File: config.mk
export PLATFORM = sky130hd
export DESIGN_NAME = pe_array_feeder
export DESIGN_NICKNAME = d
export VERILOG_FILES = /design/src/rtl/pe_array_feeder_pkg.sv /design/src/rtl/pe_array_feeder_skew_line.sv /design/src/rtl/pe_array_feeder.sv
export SDC_FILE = /design/constraint.sdc
export NUM_CORES = 1
export LEC_CHECK = 0
export ABC_AREA = 1
export BUFFER_PORTS_ARGS = -buffer_cell sky130_fd_sc_hd__buf_2
export CAP_MARGIN = 20
export CELL_PAD_IN_SITES_DETAIL_PLACEMENT = 1
export CELL_PAD_IN_SITES_GLOBAL_PLACEMENT = 1
export CORE_ASPECT_RATIO = 0.75
export CORE_MARGIN = 2
export CORE_UTILIZATION = 40
export DETAILED_ROUTE_END_ITERATION = 6
export GPL_TIMING_DRIVEN = 1
export PLACE_DENSITY_LB_ADDON = 0.1
export SYNTH_ARGS = -nofsm -noshare
export SYNTH_HDL_FRONTEND = slang
export SYNTH_SLANG_ARGS = --single-unit
File: constraint.sdc
create_clock -name PE_clk -period 2.2 [get_ports PE_clk]
set_input_delay 0.44 -clock PE_clk [delete_from_list [all_inputs] [get_ports PE_clk]]
set_output_delay 0.44 -clock PE_clk [all_outputs]
set_load 0.005 [all_outputs]
File: src/rtl/pe_array_feeder_pkg.sv
// Shared definitions for the PE array edge feeder: FSM state encodings and default array dimensions.
package pe_array_feeder_pkg;

  localparam int DEFAULT_DATA_WIDTH = 32;
  localparam int DEFAULT_ROWS       = 4;
  localparam int DEFAULT_COLS       = 4;

  typedef enum logic [2:0] {
    ST_IDLE     = 3'd0,
    ST_WCOLLECT = 3'd1,
    ST_WPUSH    = 3'd2,
    ST_COMPUTE  = 3'd3,
    ST_FLUSH    = 3'd4
  } feeder_state_t;

endpackage

File: src/rtl/pe_array_feeder_skew_line.sv
// Registered enable+data delay line of DEPTH stages; data is only updated on enabled beats, so bubbles hold it.
module pe_skew_line
  import pe_array_feeder_pkg::*;
#(
  parameter int DATA_WIDTH = DEFAULT_DATA_WIDTH,
  parameter int DEPTH      = 1
) (
  input  logic                  PE_clk,
  input  logic                  PE_rst_n,
  input  logic                  in_en,
  input  logic [DATA_WIDTH-1:0] in_data,
  output logic                  out_en,
  output logic [DATA_WIDTH-1:0] out_data
);

  logic [DEPTH-1:0]      en_q;
  logic [DATA_WIDTH-1:0] data_q [DEPTH];

  always_ff @(posedge PE_clk or negedge PE_rst_n) begin
    if (!PE_rst_n) begin
      en_q <= '0;
      for (int i = 0; i < DEPTH; i++) data_q[i] <= '0;
    end else begin
      en_q[0] <= in_en;
      if (in_en) data_q[0] <= in_data;
      for (int i = 1; i < DEPTH; i++) begin
        en_q[i] <= en_q[i-1];
        if (en_q[i-1]) data_q[i] <= data_q[i-1];
      end
    end
  end

  assign out_en   = en_q[DEPTH-1];
  assign out_data = data_q[DEPTH-1];

endmodule

File: src/rtl/pe_array_feeder.sv
// Edge driver for a systolic PE array: buffers a weight tile, pushes it down the top edge,
// then streams activation vectors into the left edge with a one-cycle-per-row skew.
module pe_array_feeder
  import pe_array_feeder_pkg::*;
#(
  parameter int DATA_WIDTH = DEFAULT_DATA_WIDTH,
  parameter int ROWS       = DEFAULT_ROWS,
  parameter int COLS       = DEFAULT_COLS
) (
  input  logic                       PE_clk,
  input  logic                       PE_rst_n,
  input  logic                       w_valid,
  output logic                       w_ready,
  input  logic [COLS*DATA_WIDTH-1:0] w_data,
  input  logic                       a_valid,
  output logic                       a_ready,
  input  logic [ROWS*DATA_WIDTH-1:0] a_data,
  input  logic                       a_last,
  output logic                       arr_mode,
  output logic [COLS-1:0]            arr_en_up,
  output logic [COLS*DATA_WIDTH-1:0] arr_data_up,
  output logic [ROWS-1:0]            arr_en_left,
  output logic [ROWS*DATA_WIDTH-1:0] arr_data_left,
  output logic                       weights_loaded,
  output logic                       wload_done,
  output logic                       comp_done
);

  localparam int CW = $clog2(ROWS + 1);
  localparam int IW = (ROWS > 1) ? $clog2(ROWS) : 1;
  localparam logic [CW-1:0] LAST_ROW   = CW'(ROWS - 1);
  localparam logic [CW-1:0] FLUSH_LAST = (ROWS > 1) ? CW'(ROWS - 2) : '0;

  feeder_state_t             state;
  logic [CW-1:0]             cnt;
  logic [COLS*DATA_WIDTH-1:0] wbuf [ROWS];
  logic                      w_fire;
  logic                      a_fire;
  logic [IW-1:0]             wr_idx;
  logic [IW-1:0]             push_idx;

  // A pending weight beat in IDLE wins, so a_ready is withheld while w_valid is high.
  always_comb begin
    w_ready  = (state == ST_IDLE) || (state == ST_WCOLLECT);
    a_ready  = (state == ST_COMPUTE) || ((state == ST_IDLE) && weights_loaded && !w_valid);
    w_fire   = w_valid && w_ready;
    a_fire   = a_valid && a_ready;
    wr_idx   = IW'(cnt);
    push_idx = IW'(LAST_ROW - cnt - 1'b1);
  end

  always_ff @(posedge PE_clk or negedge PE_rst_n) begin
    if (!PE_rst_n) begin
      state          <= ST_IDLE;
      cnt            <= '0;
      arr_mode       <= 1'b0;
      arr_en_up      <= '0;
      arr_data_up    <= '0;
      weights_loaded <= 1'b0;
      wload_done     <= 1'b0;
      comp_done      <= 1'b0;
      for (int r = 0; r < ROWS; r++) wbuf[r] <= '0;
    end else begin
      wload_done <= 1'b0;
      comp_done  <= 1'b0;
      case (state)
        ST_IDLE: begin
          if (w_fire) begin
            wbuf[0] <= w_data;
            if (ROWS == 1) begin
              state          <= ST_WPUSH;
              cnt            <= '0;
              arr_mode       <= 1'b1;
              arr_en_up      <= '1;
              arr_data_up    <= w_data;
              weights_loaded <= 1'b0;
            end else begin
              state <= ST_WCOLLECT;
              cnt   <= CW'(1);
            end
          end else if (a_fire) begin
            if (a_last && ROWS > 1) begin
              state <= ST_FLUSH;
              cnt   <= '0;
            end else if (a_last) begin
              comp_done <= 1'b1;
            end else begin
              state <= ST_COMPUTE;
            end
          end
        end
        // The last row is pushed first, straight from the beat being accepted.
        ST_WCOLLECT: begin
          if (w_fire) begin
            wbuf[wr_idx] <= w_data;
            if (cnt == LAST_ROW) begin
              state          <= ST_WPUSH;
              cnt            <= '0;
              arr_mode       <= 1'b1;
              arr_en_up      <= '1;
              arr_data_up    <= w_data;
              weights_loaded <= 1'b0;
            end else begin
              cnt <= cnt + 1'b1;
            end
          end
        end
        ST_WPUSH: begin
          if (cnt == LAST_ROW) begin
            state          <= ST_IDLE;
            cnt            <= '0;
            arr_mode       <= 1'b0;
            arr_en_up      <= '0;
            arr_data_up    <= '0;
            weights_loaded <= 1'b1;
            wload_done     <= 1'b1;
          end else begin
            arr_data_up <= wbuf[push_idx];
            cnt         <= cnt + 1'b1;
          end
        end
        ST_COMPUTE: begin
          if (a_fire && a_last) begin
            if (ROWS > 1) begin
              state <= ST_FLUSH;
              cnt   <= '0;
            end else begin
              state     <= ST_IDLE;
              comp_done <= 1'b1;
            end
          end
        end
        ST_FLUSH: begin
          if (cnt == FLUSH_LAST) begin
            state     <= ST_IDLE;
            cnt       <= '0;
            comp_done <= 1'b1;
          end else begin
            cnt <= cnt + 1'b1;
          end
        end
        default: state <= ST_IDLE;
      endcase
    end
  end

  for (genvar r = 0; r < ROWS; r++) begin : g_row
    pe_skew_line #(
      .DATA_WIDTH(DATA_WIDTH),
      .DEPTH     (r + 1)
    ) u_line (
      .PE_clk  (PE_clk),
      .PE_rst_n(PE_rst_n),
      .in_en   (a_fire),
      .in_data (a_data[r*DATA_WIDTH +: DATA_WIDTH]),
      .out_en  (arr_en_left[r]),
      .out_data(arr_data_left[r*DATA_WIDTH +: DATA_WIDTH])
    );
  end

endmodule

==> impl_metrics.yaml <==
outcome:
  status: "finished, final reports clean"
min_path:
  min-delay-start: "w_data[95]"
  hold_path_depth: 3
  hp-class: "primary input to flip-flop"
  holdPathEnd: "wbuf[479]$_DFFE_PN0P_"
flow_run:
  max_cap_viol_count: 0
critical_path:
  crit_chain: "buf_6 > inv_8 > nand2_4 > nor2_4 > inv_2 > nand2_4 > buf_6"
  arrival_ns: 1.71
  path_class: "flip-flop to output port"
  path_max_fanout: 3
  slowest_delay_ns: 0.43
  crit_path_start_kind: "flip-flop"
  r2r_cells: 8
  r2r_end: "arr_data_up[3]$_DFFE_PN0P_"
  crit_slowest_cell: "dfrtp_2"
  path_buf_inv: 4
  reg2reg_setup_slack_ns: 0.19
  r2r_start: "cnt[0]$_DFFE_PN0P_"
  crit_family: "flip-flops"
  worst_setup_path_end_kind: "output port"
  required_ns: 1.76
yosys:
  netlist_area_sq_um: 41600
  synth_mux_area_share_pct: 1.73
  synth_simple_gate_area_share_pct: 16.8
  synth_top_family_by_area: "simple AND/OR/NAND/NOR gates"
  ys_types: 23
  synth_nets: 5082
  postSynthAreaPerCell_sq_um: 8.64
  synthCells: 4815
  synth-adder-area-share_pct: 0.180
  ys_seq_elements: 974
  synth.yosys.seq_area_share_pct: 58.6
  synth_xor_area_share_pct: 0
  yosys_warnings: 0
  synth_compound_gate_area_share_pct: 14.4
grt:
  grt_pass1_wl_um: 209000
  grt_use_met3_pct: 3.68
  grt_pass1_vias: 36200
  antenna_found_initial: 9
  gr-usage-met2_pct: 39.7
  grt-busiest-layer: "met2"
  grt.total_usage_pct: 24.6
  grt_overflow: 0
  met1_usage_pct: 33.7
  grt_max_degree: 169
pwr:
  pwr-share-comb_pct: 37.7
  power_density_nw_per_um2: 1510
  power_frac_clock_pct: 22.6
  power_switching_share_pct: 38.4
  p_switching_mw: 29.8
  ir_drop_uv: 1190
  seqPwrFrac_pct: 39.8
  p_leak_nw: 25.6
  internal_power_mw: 47.8
  finalPower_mw: 77.7
timing:
  fin_skew_ns: 0.0238
  hold_viol: 0
  finalCriticalPeriod_ns: 2.15
  clock.fmax_ghz: 0.465
  rsz0062_at_grt: "yes"
  holdWs_ns: 0.0447
  timing.final.crit_share_pct: 97.8
  relSlewSlack_pct: 34.8
  slew_viol_final: 0
  worstMarginPinSlew_ns: 0.978
  setup_viol_count_final: 0
clock_tree:
  numCtsBuffers: 101
  cts.sink_count: 974
  cts_max_level: 3
  cts.clk_slew.worst_paths_ns: 0.06
  clockBufferDepth: 3
  cts_root_buf: "clkbuf_16"
  cts_tree: "built"
  worstSkewPairLatency_ns: 0.71
cells_and_area:
  post-route-cell-area_sq_um: 51400
  drive_above_1_share_pct: 17.2
  syn_to_final_growth_pct: 23.5
  final_nets: 5645
  layout_commonest_cell: "nand2_1"
  fillers: 12100
  final_cell_mix: "nand2_1, dfrtp_1, o21ai_0"
  fin_util_pct: 49.8
die:
  core_area_sq_um: 103000
  die_h_um: 283
  ios: 531
  num_rows: 102
  dieArea_sq_um: 107000
  start_util_pct: 40.3
  die_width_um: 376
place:
  dpl.hpwl_um: 83500
  place_area_sq_um: 45800
  port_buffers: 530
  routabilityCongestion: 0.781
routing:
  drt_iter0_drc: 2133
  drc: 0
  routed_wl_um: 130000
  drtAntennaViolNets: 0
  drt_pre_antenna_iters: 5
  via_per_inst: 5.02
  vias: 34200
  wire_per_inst_um: 19.1
-- cell families after synthesis --
group / after synthesis
multiplexers: 64
flip-flops: 974
adder cells (fa/ha/maj): 6
AO/OA/AOI/OAI: 1160
AND/OR/NAND/NOR: 1853
buffers and inverters: 758
-- synth_stat cells --
master    number  area share (%)
mux2_2        64             1.7
o21ai_2        1           0.021
o21ai_1       52            0.63
buf_2        155             1.9
o22ai_1        1           0.015
nand4_1        8            0.12
o211ai_2       1           0.030
inv_1        332             3.0
dfrtp_1      974              59
a31oi_1      128             1.9
ha_1           6            0.18
nor2_1       586             5.3
nand3_2        2           0.048
buf_1          4           0.036
nand2_1     1250              11
clkbuf_1     152             1.4
nand2_2        1           0.015
nand3_1        4           0.048
nor2_2         2           0.030
buf_4        109             2.0
a21oi_1      324             3.9
o21ai_0      653             7.9
inv_2          6           0.054
-- sequential cells by signal, summed over array words and instances (netlist names) --
register               flops
arr_data_up              128
arr_en_up                  1
cnt                        3
comp_done                  1
g_row.u_line.data_q      192
g_row.u_line.en_q          4
g_row.u_line.out_data    128
state                      3
wbuf                     512
weights_loaded             1
wload_done                 1
-- routing by layer --
| layer | vias to the layer above | part of all wire [%] |
|---|---|---|
| met5 | - | 0 |
| met4 | 0 | 3.4 |
| met3 | 229 | 3.1 |
| met2 | 522 | 48 |
| met1 | 17100 | 46 |
| li1 | 16400 | - |
-- cell type report --
class | count | area (sq um) | area share (%)
Clock buffer | 154 | 3040 | 5.91
Tap cell | 1352 | 1690 | 3.29
Multi-Input combinational cell | 3083 | 13900 | 27.1
Timing Repair Buffer | 880 | 6700 | 13.0
Inverter | 338 | 1290 | 2.51
Sequential cell | 974 | 24400 | 47.5
Antenna cell | 8 | 20.0 | 0.0390
Clock inverter | 34 | 354 | 0.689
-- through the flow --
step	setup TNS, ns	setup slack (ns)	cells
finish	0	0.0480	6823
global route	-0.0612	-0.0346	6823
CTS	-0.0325	-0.0190	6810
detailed placement	0	0.0147	6417
global placement	0	0.0907	6417
floorplan	0	0.0137	4815
-- repair_timing --
item / 4_1_cts / 5_1_grt
pin swaps: 1 / 3
setup buffers: 3 / 5
hold buffers: 202 / 0
endpoints found under the setup margin: 8 / 31
gates resized for setup: 16 / 9
hold endpoints to repair: 335 / 0
-- worst reg2reg max path: cells and delay by family, from the launching register on --
kind            cells  cell delay (ns)
compound gates      2             0.37
buf+inv             3             0.55
flops               1             0.47
fa+ha+maj           2             0.45
simple gates        1             0.09
-- power groups by stage --
| stage | Combinational [mW] | Sequential (mW) | Clock [mW] |
|---|---|---|---|
| floorplan | 19.4 | 29.8 | 0 |
| global placement | 28.0 | 30.8 | 0 |
| detailed placement | 28.8 | 31.1 | 0 |
| CTS | 29.5 | 30.9 | 18.0 |
| global route | 33.4 | 31.9 | 18.7 |
| finish | 29.3 | 30.9 | 17.5 |
-- how the worst max path moves through the flow --
stage                              endpoint  cells past startpoint                  from  slack (ns)
2_1_floorplan  arr_data_up[105]$_DFFE_PN0P_                     14    cnt[0]$_DFFE_PN0P_        0.01
3_3_place_gp   arr_data_up[119]$_DFFE_PN0P_                      8    cnt[0]$_DFFE_PN0P_        0.09
3_5_place_dp     arr_data_up[3]$_DFFE_PN0P_                      8    cnt[0]$_DFFE_PN0P_        0.01
4_1_cts                             a_ready                      4  state[1]$_DFFE_PN0P_       -0.02
5_1_grt                             w_ready                      7  state[1]$_DFFE_PN0P_       -0.03
6_report                            w_ready                      7  state[1]$_DFFE_PN0P_        0.05
No activity file was read; power rests on OpenSTA's default activity.
